### src/rtl/pp_pkg.sv
`default_nettype none
// ============================================================================
//  Module      : pp_pkg
//  Description : Shared definitions for the pattern-detector FSMs and the
//                pp_stim_gen sequence transmitter: state encoding, state
//                width, hold-counter width and default (x,y) symbols.
//  Revision    : 1.0  initial release
// ============================================================================
package pp_pkg;

    localparam int STATE_W = 3;
    localparam int CNT_W   = 8;

    typedef enum logic [STATE_W-1:0] {
        IDLE  = 3'd0,
        S0    = 3'd1,
        S1    = 3'd2,
        S2    = 3'd3,
        CHECK = 3'd4,
        DONE  = 3'd5
    } pp_state_t;

    // Default walk SA->SB->SC->SD, symbols given as {x,y}
    localparam logic [1:0] SYM_A = 2'b10;
    localparam logic [1:0] SYM_B = 2'b01;
    localparam logic [1:0] SYM_C = 2'b00;

endpackage : pp_pkg
`default_nettype wire

### src/rtl/pp_hold_cnt.sv
`default_nettype none
// ============================================================================
//  Module      : pp_hold_cnt
//  Description : 8-bit loadable down-counter used to time how long each
//                symbol is held. Load has priority over decrement; the
//                counter saturates at zero.
//  Ports       : clk        - rising-edge clock
//                rst        - asynchronous active-high reset (count -> 0)
//                i_load     - load i_load_val on the next edge
//                i_load_val - reload value
//                i_dec      - decrement on the next edge (ignored at zero)
//                o_zero     - count is zero
//  Revision    : 1.0  initial release
// ============================================================================
module pp_hold_cnt
    import pp_pkg::*;
(
    input  logic             clk,
    input  logic             rst,
    input  logic             i_load,
    input  logic [CNT_W-1:0] i_load_val,
    input  logic             i_dec,
    output logic             o_zero
);

    logic [CNT_W-1:0] r_cnt;

    always_ff @(posedge clk or posedge rst) begin
        if (rst) begin
            r_cnt <= '0;
        end else if (i_load) begin
            r_cnt <= i_load_val;
        end else if (i_dec && (r_cnt != '0)) begin
            r_cnt <= r_cnt - 1'b1;
        end
    end

    assign o_zero = (r_cnt == '0);

endmodule : pp_hold_cnt
`default_nettype wire

### src/rtl/pp_stim_gen.sv
`default_nettype none
// ============================================================================
//  Module      : pp_stim_gen
//  Description : Sequence transmitter for the Moore pattern detectors. On a
//                start request it drives SYM0, SYM1, SYM2 onto {x,y}, each
//                for HOLD_CYCLES clocks, then samples the detector output q
//                and reports a sticky pass/fail.
//  Macro       : PP_STIM_CHECK_EN - when defined the CHECK state samples q;
//                when undefined S2 goes straight to DONE, q is ignored and
//                pass/fail are tied low.
//  Ports       : Clk   - rising-edge clock
//                Rst   - asynchronous active-high reset
//                start - launch request, honoured only in IDLE
//                q     - detector output
//                x, y  - registered detector inputs
//                busy  - high from S0 through DONE
//                done  - one-cycle pulse while in DONE
//                pass  - sticky result of last check, cleared on launch
//                fail  - sticky complement of pass, cleared on launch
//  Revision    : 1.0  initial release
// ============================================================================
module pp_stim_gen
    import pp_pkg::*;
#(
    parameter int unsigned HOLD_CYCLES = 1,
    parameter logic [1:0]  SYM0        = SYM_A,
    parameter logic [1:0]  SYM1        = SYM_B,
    parameter logic [1:0]  SYM2        = SYM_C,
    parameter logic        EXP_Q       = 1'b1
)(
    input  logic Clk,
    input  logic Rst,
    input  logic start,
    input  logic q,
    output logic x,
    output logic y,
    output logic busy,
    output logic done,
    output logic pass,
    output logic fail
);

    localparam logic [CNT_W-1:0] c_hold_reload = CNT_W'(HOLD_CYCLES - 1);

    pp_state_t   r_state;
    pp_state_t   w_next_state;
    logic [1:0]  r_xy;
    logic [1:0]  w_xy_next;
    logic        r_busy;
    logic        r_done;
    logic        w_launch;
    logic        w_check;
    logic        w_load;
    logic        w_dec;
    logic        w_cnt_zero;

    pp_hold_cnt u_hold_cnt (
        .clk        (Clk),
        .rst        (Rst),
        .i_load     (w_load),
        .i_load_val (c_hold_reload),
        .i_dec      (w_dec),
        .o_zero     (w_cnt_zero)
    );

    assign w_launch = (r_state == IDLE) && start;

    // Next-state, counter control and next-output decode.
    always_comb begin
        w_next_state = r_state;
        w_load       = 1'b0;
        w_dec        = 1'b0;
        w_check      = 1'b0;
        w_xy_next    = 2'b00;

        case (r_state)
            IDLE: begin
                if (w_launch) begin
                    w_next_state = S0;
                    w_load       = 1'b1;
                end
            end
            S0: begin
                if (w_cnt_zero) begin
                    w_next_state = S1;
                    w_load       = 1'b1;
                end else begin
                    w_dec = 1'b1;
                end
            end
            S1: begin
                if (w_cnt_zero) begin
                    w_next_state = S2;
                    w_load       = 1'b1;
                end else begin
                    w_dec = 1'b1;
                end
            end
            S2: begin
                if (w_cnt_zero) begin
`ifdef PP_STIM_CHECK_EN
                    w_next_state = CHECK;
`else
                    w_next_state = DONE;
`endif
                    w_load       = 1'b1;
                end else begin
                    w_dec = 1'b1;
                end
            end
`ifdef PP_STIM_CHECK_EN
            CHECK: begin
                w_check      = 1'b1;
                w_next_state = DONE;
            end
`endif
            DONE: begin
                w_next_state = IDLE;
            end
            default: begin
                w_next_state = IDLE;
            end
        endcase

        // Outputs are decoded from the next state so they register
        // alongside the state and never glitch.
        case (w_next_state)
            S0:      w_xy_next = SYM0;
            S1:      w_xy_next = SYM1;
            S2:      w_xy_next = SYM2;
            default: w_xy_next = 2'b00;
        endcase
    end

    always_ff @(posedge Clk or posedge Rst) begin
        if (Rst) begin
            r_state <= IDLE;
            r_xy    <= 2'b00;
            r_busy  <= 1'b0;
            r_done  <= 1'b0;
        end else begin
            r_state <= w_next_state;
            r_xy    <= w_xy_next;
            r_busy  <= (w_next_state != IDLE);
            r_done  <= (w_next_state == DONE);
        end
    end

    assign x    = r_xy[1];
    assign y    = r_xy[0];
    assign busy = r_busy;
    assign done = r_done;

`ifdef PP_STIM_CHECK_EN
    logic r_pass;
    logic r_fail;

    // q is sampled at the edge that closes CHECK; an aborted run (reset)
    // leaves both flags at their cleared value.
    always_ff @(posedge Clk or posedge Rst) begin
        if (Rst) begin
            r_pass <= 1'b0;
            r_fail <= 1'b0;
        end else if (w_launch) begin
            r_pass <= 1'b0;
            r_fail <= 1'b0;
        end else if (w_check) begin
            r_pass <= (q == EXP_Q);
            r_fail <= (q != EXP_Q);
        end
    end

    assign pass = r_pass;
    assign fail = r_fail;
`else
    // Check disabled: q and the compare value have no effect.
    logic w_unused_chk;
    assign w_unused_chk = ^{q, w_check, EXP_Q};

    assign pass = 1'b0;
    assign fail = 1'b0;
`endif

endmodule : pp_stim_gen
`default_nettype wire

### config.mk
export PLATFORM = sky130hd
export DESIGN_NAME = pp_stim_gen
export DESIGN_NICKNAME = d
export VERILOG_FILES = /design/src/rtl/pp_pkg.sv /design/src/rtl/pp_hold_cnt.sv /design/src/rtl/pp_stim_gen.sv
export SDC_FILE = /design/constraint.sdc
export NUM_CORES = 1
export LEC_CHECK = 0
export CORE_AREA = 4 4 44 46
export CTS_CLUSTER_DIAMETER = 200
export DETAILED_ROUTE_END_ITERATION = 16
export DIE_AREA = 0 0 48 50
export MAX_ROUTING_LAYER = met4
export PLACE_DENSITY = 0.72
export SKIP_LAST_GASP = 1
export SYNTH_ARGS = -nofsm -noshare
export SYNTH_HDL_FRONTEND = slang
export SYNTH_SLANG_ARGS = --single-unit
### constraint.sdc
create_clock -name Clk -period 2.4 [get_ports Clk]
set_input_delay 0.6 -clock Clk [delete_from_list [all_inputs] [get_ports Clk]]
set_output_delay 0.6 -clock Clk [all_outputs]
set_load 0.01 [all_outputs]
==> impl_metrics.json <==
{
  "nNetsFinal": 87,
  "worstPathRequired_ns": 2.55,
  "drt_iter0_markers": 7,
  "power_density_nw_per_um2": 1230,
  "nFillCells": 146,
  "fin_skew_ns": 0.002152,
  "worstPathArrival_ns": 2.17,
  "postSynthCellCount": 73,
  "area_growth_syn_to_layout_pct": 11.90,
  "cp_slowest_cell": "or4_4",
  "cts_setup_buffers": 0,
  "gp_congestion": 0.7020,
  "setup_viol": 0,
  "die_y_um": 50,
  "rsz0062_at_grt": "no",
  "tightest_slew_ns": 0.5365,
  "htree_levels": 1,
  "netlist_area_um2": 757.0,
  "use_met1_pct": 18.47,
  "netlist_top_cells_count": "dfrtp_1 (15), nor2_1 (11), xnor2_1 (6)",
  "grt_usage_pct": 12.61,
  "vias": 520,
  "grt_pass1_vias": 500,
  "r2r-end": "u_hold_cnt.r_cnt[1]$_DFFE_PP0P_",
  "grt_start_max_net_pins": 16,
  "yosys_warnings": 0,
  "r2r_start": "u_hold_cnt.r_cnt[2]$_DFFE_PP0P_",
  "dieArea_um2": 2400,
  "cellLeakagePower_uw": 0.0003680,
  "reg2reg_depth": 4,
  "cts_buffer_depth": 2,
  "crit_type": "register to register",
  "synth_ff_type": "dfrtp_1",
  "p_int_uw": 651.6,
  "drv_cap": 0,
  "tns_ns": 0,
  "worstSkewPairLatency_ns": 0.27,
  "synth_top_area_cell": "dfrtp_1",
  "slew_headroom_pct": 64.20,
  "grt_remaining_overflow": 0,
  "drtAntennaViolNets": 0,
  "synth_top_area_share_pct": 49.59,
  "path_clk_slew_ns": 0.08,
  "finalHoldViolations": 0,
  "holdPathStages": 2,
  "combPwrFrac_pct": 41.7,
  "port_buffers": 6,
  "crit_buf_inv": 0,
  "synth.avg_cell_area_um2": 10.37,
  "final_area_um2": 847.1,
  "synth-seq-cells": 15,
  "hp-start": "u_hold_cnt.r_cnt[5]$_DFFE_PP0P_",
  "min_path_type": "register to register",
  "cts_root_buf": "clkbuf_4",
  "status": "finished, final reports clean",
  "ys_seq_area_share_pct": 49.59,
  "irDropWorstVdd_uv": 475.2,
  "ctsResizeCount": 0,
  "numCtsBuffers": 3,
  "cts.sinks": 15,
  "whs_endpoint": "u_hold_cnt.r_cnt[5]$_DFFE_PP0P_",
  "totalWireLength_um": 1207,
  "viasPerCell": 5.417,
  "insertedDiodeCount": 0,
  "fp-row-count": 14,
  "cp-start-kind": "register",
  "start_util_pct": 50.25,
  "wl_per_cell_um": 12.57,
  "finalCritPeriodShare_pct": 84.01,
  "cts_tree": "done",
  "busiest_layer": "met1",
  "synth_async_sr_flop_share_pct": 100.0,
  "power.switching_uw": 390.6,
  "drive_gt1_share_pct": 11.25,
  "antenna_found_initial": 0,
  "dp_hpwl_um": 880.8,
  "fin_crit_ns": 2.016,
  "endpoint_kind": "register",
  "pwr-share-seq_pct": 45.0,
  "switching_share_pct": 37.48,
  "slowest_delay_ns": 0.59,
  "ys_types": 27,
  "worst-r2r-setup-slack_ns": 0.38,
  "synth_area_leaders": "dfrtp_1 (50%), xnor2_1 (6.9%), nor2_1 (5.5%)",
  "die_w_um": 48,
  "placed_area_um2": 820.8,
  "use_met2_pct": 16.08,
  "worstPathMaxFanout": 8,
  "max_clock_freq_ghz": 0.4960,
  "cts_hold_buf": 0,
  "grt_use_met3_pct": 2.182,
  "coreArea_um2": 1506,
  "drv_slew": 0,
  "drtPass1Iterations": 4,
  "pin_count": 10,
  "drc": 0,
  "power.share.clock_pct": 13.3,
  "grt_pass1_wl_um": 2125,
  "yosysMostFrequentCell": "dfrtp_1",
  "finalCoreUtilization_pct": 56.23,
  "crit_chain": "or4_4 > nor4b_4 > o21a_1 > a211oi_1",
  "synth-edff-count": 0,
  "crit_family": "simple AND/OR/NAND/NOR gates"
}
-- how the worst max path moves through the flow --
| stage | startpoint | to | slack [ns] | cells past startpoint |
|---|---|---|---|---|
| final | u_hold_cnt.r_cnt[2]$_DFFE_PP0P_ | u_hold_cnt.r_cnt[1]$_DFFE_PP0P_ | 0.38 | 4 |
| after global routing | u_hold_cnt.r_cnt[2]$_DFFE_PP0P_ | u_hold_cnt.r_cnt[5]$_DFFE_PP0P_ | 0.30 | 4 |
| after CTS | u_hold_cnt.r_cnt[2]$_DFFE_PP0P_ | u_hold_cnt.r_cnt[1]$_DFFE_PP0P_ | 0.38 | 4 |
| after detailed placement | start | u_hold_cnt.r_cnt[1]$_DFFE_PP0P_ | 0.28 | 6 |
| after global placement | start | u_hold_cnt.r_cnt[1]$_DFFE_PP0P_ | 0.29 | 6 |
| after floorplan | u_hold_cnt.r_cnt[2]$_DFFE_PP0P_ | u_hold_cnt.r_cnt[1]$_DFFE_PP0P_ | 0.60 | 4 |
-- worst min-delay path, delay by kind of cell, from the launching register on --
family        cells  cell delay, ns
xor+xnor          1            0.13
flops             1            0.38
simple gates      1            0.04
-- per-layer routing --
metal	up-vias	routed length, um
li1	267	-
met3	2	25
met2	6	554
met4	0	22
met1	245	605
met5	-	0
-- power by group through the flow --
stage | logic, uW | registers, uW | clock network [uW]
final | 435 | 469 | 138
after global placement | 425 | 465 | 0
after detailed placement | 438 | 471 | 0
after global routing | 491 | 486 | 159
after CTS | 441 | 467 | 146
after floorplan | 370 | 431 | 0
-- per-stage QoR --
step,worst slack [ns],instances,total power (uW),hold slack (ns)
final,0.3838,96,1042,0.5725
after global routing,0.3003,96,1136,0.5934
after CTS,0.3835,96,1054,0.5712
after detailed placement,0.2837,92,909.8,0.5515
after global placement,0.2892,92,889.9,0.5367
after floorplan,0.5995,74,800.9,0.5015
-- state kept, by name, indices dropped and copies added (netlist names) --
signal and cells:
u_hold_cnt.r_cnt 8, done 1, r_state 3, busy 1, r_xy 2
-- kinds of logic after synthesis --
group,after synthesis,share of synthesized area [%]
simple gates,30,25.29
flops,15,49.59
compound gates,10,8.760
buf+inv,9,5.618
xor+xnor,6,6.942
fa+ha+maj,2,3.305
other cells,1,0.4954
-- placed cells by master, fill, tap and decap left out, types with 2 or more instances in the layout --
| cell type | Yosys | final |
|---|---|---|
| a21oi_1 | 4 | 4 |
| clkbuf_4 | 0 | 3 |
| nor2_1 | 11 | 11 |
| or3_1 | 2 | 2 |
| xnor2_1 | 6 | 6 |
| nor4_1 | 2 | 2 |
| nor3_1 | 5 | 5 |
| dfrtp_1 | 15 | 15 |
| and4b_1 | 2 | 2 |
| conb_1 | 1 | 2 |
| ha_1 | 2 | 2 |
| clkdlybuf4s50_1 | 0 | 6 |
| inv_1 | 4 | 4 |
| a211oi_1 | 2 | 2 |
-- layout make-up --
class | count | area [um^2] | area share [%]
well taps | 16 | 20.02 | 2.363
repair buffers | 7 | 67.56 | 7.976
multi-input cells | 50 | 342.8 | 40.47
inverters | 4 | 15.01 | 1.773
clock buffers | 4 | 26.28 | 3.102
flip-flops and latches | 15 | 375.4 | 44.31
(Power assumes the default switching activity.)
